--- config.mk ---
export PLATFORM = sky130hd
export DESIGN_NAME = lsu_mem_stage
export DESIGN_NICKNAME = d
export VERILOG_FILES = /design/src/rtl/lsu_mem_stage.sv
export SDC_FILE = /design/constraint.sdc
export NUM_CORES = 1
export LEC_CHECK = 0
export CAP_MARGIN = 20
export CORE_MARGIN = 5
export CORE_UTILIZATION = 40
export CTS_CLUSTER_DIAMETER = 30
export DETAILED_ROUTE_END_ITERATION = 6
export PLACE_DENSITY = 0.85
export SYNTH_ARGS = -nofsm -noshare
export SYNTH_HDL_FRONTEND = slang
export SYNTH_SLANG_ARGS = --single-unit
--- constraint.sdc ---
create_clock -name clk -period 4.5 [get_ports clk]
set_clock_uncertainty 0.15 [all_clocks]
set_input_delay 0.9 -clock clk [delete_from_list [all_inputs] [get_ports clk]]
set_output_delay 0.9 -clock clk [all_outputs]
set_load 0.05 [all_outputs]
--- src/rtl/lsu_mem_stage.sv ---
// Memory-access stage of the RV32I pipeline.
// Turns the ALU result into a data-memory request (byte/half/word load or
// store). It hands an aligned, extended result to writeback one cycle after
// the instruction completes.
//
// Handshakes:
//   ex_valid/ex_ready : a transfer happens on a rising edge where both are
//                       high. ex_ready depends only on the FSM state, so it
//                       never depends on ex_valid.
//   dmem_req/dmem_gnt : the request and its addr/we/be/wdata are held stable
//                       until dmem_gnt is sampled high. dmem_req drops the
//                       following cycle.
//   dmem_rvalid       : honoured only while a load waits for its response,
//                       and never in the grant cycle itself.
//   wb_valid          : one-cycle pulse with no backpressure.
module lsu_mem_stage (
    input  logic        clk,
    input  logic        rst_n,
    input  logic        ex_valid,
    output logic        ex_ready,
    input  logic [31:0] ex_aluout,
    input  logic [31:0] ex_rs2,
    input  logic        ex_mem_rd,
    input  logic        ex_mem_wr,
    input  logic [2:0]  ex_funct3,
    input  logic [4:0]  ex_rd,
    input  logic        ex_regwrite,
    output logic        dmem_req,
    output logic        dmem_we,
    output logic [31:0] dmem_addr,
    output logic [3:0]  dmem_be,
    output logic [31:0] dmem_wdata,
    input  logic        dmem_gnt,
    input  logic        dmem_rvalid,
    input  logic [31:0] dmem_rdata,
    output logic        wb_valid,
    output logic [4:0]  wb_rd,
    output logic        wb_regwrite,
    output logic [31:0] wb_data,
    output logic        wb_exc
);

    typedef enum logic [1:0] {IDLE, REQ, RESP} state_t;

    state_t      state;
    logic [1:0]  off_q;
    logic [2:0]  funct3_q;
    logic [4:0]  rd_q;
    logic        regwrite_q;

    logic        accept;
    logic        is_mem;
    logic        fault;
    logic [1:0]  off;
    logic [3:0]  be_calc;
    logic [31:0] wdata_calc;
    logic [31:0] sel;
    logic [31:0] load_data;

    assign ex_ready = (state == IDLE);
    assign accept   = ex_valid && ex_ready;
    assign is_mem   = ex_mem_rd || ex_mem_wr;
    assign off      = ex_aluout[1:0];

    // Classify the incoming instruction: conflicting op, misalignment or bad width code.
    always_comb begin
        fault = 1'b0;
        if (ex_mem_rd && ex_mem_wr)
            fault = 1'b1;
        if (is_mem && (ex_funct3[1:0] == 2'b01) && off[0])
            fault = 1'b1;
        if (is_mem && (ex_funct3 == 3'b010) && (off != 2'b00))
            fault = 1'b1;
        if (ex_mem_rd && ((ex_funct3 == 3'b011) || (ex_funct3 == 3'b110) || (ex_funct3 == 3'b111)))
            fault = 1'b1;
        if (ex_mem_wr && (ex_funct3 > 3'b010))
            fault = 1'b1;
    end

    // Byte enables and lane-replicated store data for the addressed bytes.
    always_comb begin
        be_calc    = 4'b1111;
        wdata_calc = ex_rs2;
        case (ex_funct3[1:0])
            2'b00: begin
                be_calc    = 4'b0001 << off;
                wdata_calc = {4{ex_rs2[7:0]}};
            end
            2'b01: begin
                be_calc    = 4'b0011 << off;
                wdata_calc = {2{ex_rs2[15:0]}};
            end
            default: begin
                be_calc    = 4'b1111;
                wdata_calc = ex_rs2;
            end
        endcase
    end

    // Shift the addressed lane down and sign/zero-extend to 32 bits.
    always_comb begin
        sel       = dmem_rdata >> {off_q, 3'b000};
        load_data = dmem_rdata;
        case (funct3_q)
            3'b000:  load_data = {{24{sel[7]}}, sel[7:0]};
            3'b001:  load_data = {{16{sel[15]}}, sel[15:0]};
            3'b100:  load_data = {24'h0, sel[7:0]};
            3'b101:  load_data = {16'h0, sel[15:0]};
            default: load_data = dmem_rdata;
        endcase
    end

    // FSM with registered bus and writeback outputs; wb fields return to 0 after each pulse.
    always_ff @(posedge clk or negedge rst_n) begin
        if (!rst_n) begin
            state       <= IDLE;
            off_q       <= 2'b00;
            funct3_q    <= 3'b000;
            rd_q        <= 5'd0;
            regwrite_q  <= 1'b0;
            dmem_req    <= 1'b0;
            dmem_we     <= 1'b0;
            dmem_addr   <= 32'h0;
            dmem_be     <= 4'h0;
            dmem_wdata  <= 32'h0;
            wb_valid    <= 1'b0;
            wb_rd       <= 5'd0;
            wb_regwrite <= 1'b0;
            wb_data     <= 32'h0;
            wb_exc      <= 1'b0;
        end else begin
            wb_valid    <= 1'b0;
            wb_rd       <= 5'd0;
            wb_regwrite <= 1'b0;
            wb_data     <= 32'h0;
            wb_exc      <= 1'b0;
            case (state)
                IDLE: begin
                    if (accept) begin
                        if (fault) begin
                            wb_valid <= 1'b1;
                            wb_exc   <= 1'b1;
                            wb_rd    <= ex_rd;
                        end else if (is_mem) begin
                            off_q      <= off;
                            funct3_q   <= ex_funct3;
                            rd_q       <= ex_rd;
                            regwrite_q <= ex_regwrite;
                            dmem_req   <= 1'b1;
                            dmem_we    <= ex_mem_wr;
                            dmem_addr  <= {ex_aluout[31:2], 2'b00};
                            dmem_be    <= be_calc;
                            dmem_wdata <= wdata_calc;
                            state      <= REQ;
                        end else begin
                            wb_valid    <= 1'b1;
                            wb_rd       <= ex_rd;
                            wb_regwrite <= ex_regwrite;
                            wb_data     <= ex_aluout;
                        end
                    end
                end
                REQ: begin
                    if (dmem_gnt) begin
                        dmem_req   <= 1'b0;
                        dmem_we    <= 1'b0;
                        dmem_addr  <= 32'h0;
                        dmem_be    <= 4'h0;
                        dmem_wdata <= 32'h0;
                        if (dmem_we) begin
                            wb_valid <= 1'b1;
                            wb_rd    <= rd_q;
                            state    <= IDLE;
                        end else begin
                            state <= RESP;
                        end
                    end
                end
                RESP: begin
                    if (dmem_rvalid) begin
                        wb_valid    <= 1'b1;
                        wb_rd       <= rd_q;
                        wb_regwrite <= regwrite_q;
                        wb_data     <= load_data;
                        state       <= IDLE;
                    end
                end
                default: state <= IDLE;
            endcase
        end
    end

endmodule

==> run metrics <==
# setup viols final=0; antenna cells=0; Worst VDD drop=449 uV; leading post-synthesis cells by cell area=dfrtp_1 50%, mux2i_1 7.4%, nand2_1 7.1%; Antenna Nets Post-Route=0; Die ar.=17700 um2; placed cells=998; top-area cell type share of the netlist area=50.0%; worst slew pin tran=0.909 ns; clock insertion delay at the later pin of the skew report=0.41 ns; RR Endpoint=wb_data[26]; critical path capture point type=output pin; Final Wtd Congestion=0.898; area of the multi-input gates=2760 um2; Met1 Wirelength=8620 um; Flop pwr share=30.7%; Hold-fix buffers, CTS=0; CP arrival=2.20 ns; Sink Count=121; largest net degree at the start of global routing=87; Max-cap violations=0; Ports=223; CP cell instances=nor2_2 > clkdlybuf4s50_1; total CTS buffers=17; initial antenna violation count=0; CP max-delay cell=clkdlybuf4s50_1; nature of the critical path startpoint=register; switching power=0.00228 W; Mapped Cells=637; Fmax=0.308 GHz; status=finished clean; Crit Path Class=register to output pin; Post-Route WL=21300 um; port buffer count=220; CTS tree=built; global-route wire length before repair=32800 um; Area Growth Syn to Fin=48.5%; RSZ-0062 raised after global routing=false; row count=45; CP max stage delay=0.85 ns; CTS Buffer Depth=2; Netlist cell types=43; fin nets=942; P_int=0.00320 W; uppermost routed layer=met4; global-route usage over all layers=23.8%; synth warn=0; register area share after synthesis=50.0%; cells on worst reg2reg path=5; Lkg Pwr=3.79 nW; wire length on met3=2040 um; Post-synth EDFFs=0; Worst Path Required=3.45 ns; switch share=41.6%; Reg2Reg Setup Slack=1.43 ns; fin area=9000 um2; #FFs+latches synth=121; period utilisation layout=72.1%; Clock transition at path regs=0.05 ns; Syn Area/Cell=9.51 um2; DRC=0; synthesized area=6060 um2; Clock power frac=26.8%; Starting Density=40.3%; Async S/R FF share, synth=100%; Comb pwr share=42.6%; vias per std cell=5.79; Yosys top cell by area=dfrtp_1; Slew Limit Fails=0; Root Driver=clkbuf_16; Sequential Area=3030 um2; Die Wd=133 um; Crit Path Max Fanout=30; Min-Delay Path Class=primary input to async pin; Placed Instance Area=8330 um2; postcts setup bufs=0; Post-Layout Cell Count=1030; Period minus WS final=3.25 ns; met2 wire length=9790 um; post-cts resize count=0; layout cells sized above 1=6.77%; routed via count=5963; CTS H-tree lvls=4; vias in the first global route=5820; total gr overflow=0; filler instances=1252; PD cells=610 nW/um2; total negative slack=0 ns; FF-to-FF Start=off_q[0]; Iter 0 DRT Violations=552; Core Region=15000 um2; wire length per cell=20.7 um; ys flop type=dfrtp_1; Max-slew headroom=39.4%; Die Ht=133 um; DR pass1 iterations=5; overall power=0.00549 W; Hold Violations, Final=0; dpl hpwl=15100 um
[flip-flops by register name, summed over array words and instances, names as in the netlist]
signal,cells
wb_exc,1
dmem_we,1
wb_data,32
dmem_req,1
regwrite_q,1
dmem_wdata,32
wb_regwrite,1
dmem_addr,30
state,2
off_q,2
wb_valid,1
funct3_q,3
dmem_be,4
wb_rd,5
rd_q,5
[worst max path at each step]
stage                             from        endpoint  slack [ns]  cells after the start
final                         state[0]        ex_ready        1.25                      2
after global routing          state[0]        ex_ready        1.19                      2
after CTS                     state[0]        ex_ready        1.25                      2
after detailed placement  ex_aluout[1]   dmem_addr[20]        1.04                      7
after global placement        ex_valid  dmem_wdata[21]        1.12                      7
after floorplan           ex_funct3[0]        off_q[1]        1.96                      7
[stage by stage]
step	hold slack, ns	util (%)	setup WS, ns
after floorplan	0.311	-	1.96
after global placement	0.312	55.4	1.12
after detailed placement	0.325	55.4	1.04
after CTS	0.336	59.7	1.25
after global routing	0.196	59.8	1.19
final	0.200	59.8	1.25
[cell type report]
class                           count  area share (%)
Inverter                            4           0.167
Timing Repair Buffer              232            25.8
Multi-Input combinational cell    454            30.6
Sequential cell                   121            33.7
Clock buffer                       23            5.54
Tap cell                          188            2.61
Clock inverter                      8            1.56
[kinds of logic after synthesis]
kind of cell | after synthesis | synth area share [%]
AO/OA/AOI/OAI | 217 | 23.5
buffers and inverters | 63 | 4.87
flip-flops | 121 | 50.0
multiplexers | 55 | 9.29
other | 1 | 0.0619
AND/OR/NAND/NOR | 180 | 12.3
[cell usage after synthesis (all sizes together), types with 7 or more instances]
master,instances
buf,31
a21oi,36
dfrtp,121
a221o,15
o21ai,94
a22oi,40
o311ai,9
a22o,7
o221ai,7
clkbuf,28
nand3,13
nor2,34
nand2,114
mux2i,45
mux2,10
[power by group through the flow]
stage	Clock [W]	Combinational, W	Sequential, W
6_report	0.00147	0.00234	0.00168
5_1_grt	0.00154	0.00246	0.00173
4_1_cts	0.00149	0.00234	0.00168
3_5_place_dp	0	0.00233	0.00168
3_3_place_gp	0	0.00229	0.00168
2_1_floorplan	0	0.000676	0.00247
[layer usage]
layer  up-vias  track usage [%]
li1       2681                -
met1      2859             30.3
met2       359             36.8
met3        64             7.57
met4         0             11.7
met5         -                0
[layout by cell type (no fill, tap or decap), drive strengths merged, types with 2 or more instances in the layout]
cell type / count
clkdlybuf4s50: 219
dfrtp: 121
nand2: 114
o21ai: 94
mux2i: 45
a22oi: 40
a21oi: 36
nor2: 34
clkbuf: 23
a221o: 15
nand3: 13
buf: 13
mux2: 10
o311ai: 9
o221ai: 7
a22o: 7
inv: 4
clkinv: 4
bufinv: 4
nor3: 4
nor2b: 3
nand2b: 3
nor4: 3
conb: 2
o31ai: 2
or2: 2
[worst max-delay path: cells and delay by family, from the launching register on]
family / cells / cell delay (ns)
simple gates: 1 / 0.29
flops: 1 / 0.64
buf+inv: 1 / 0.85
Power figures use the tool's default switching activity.
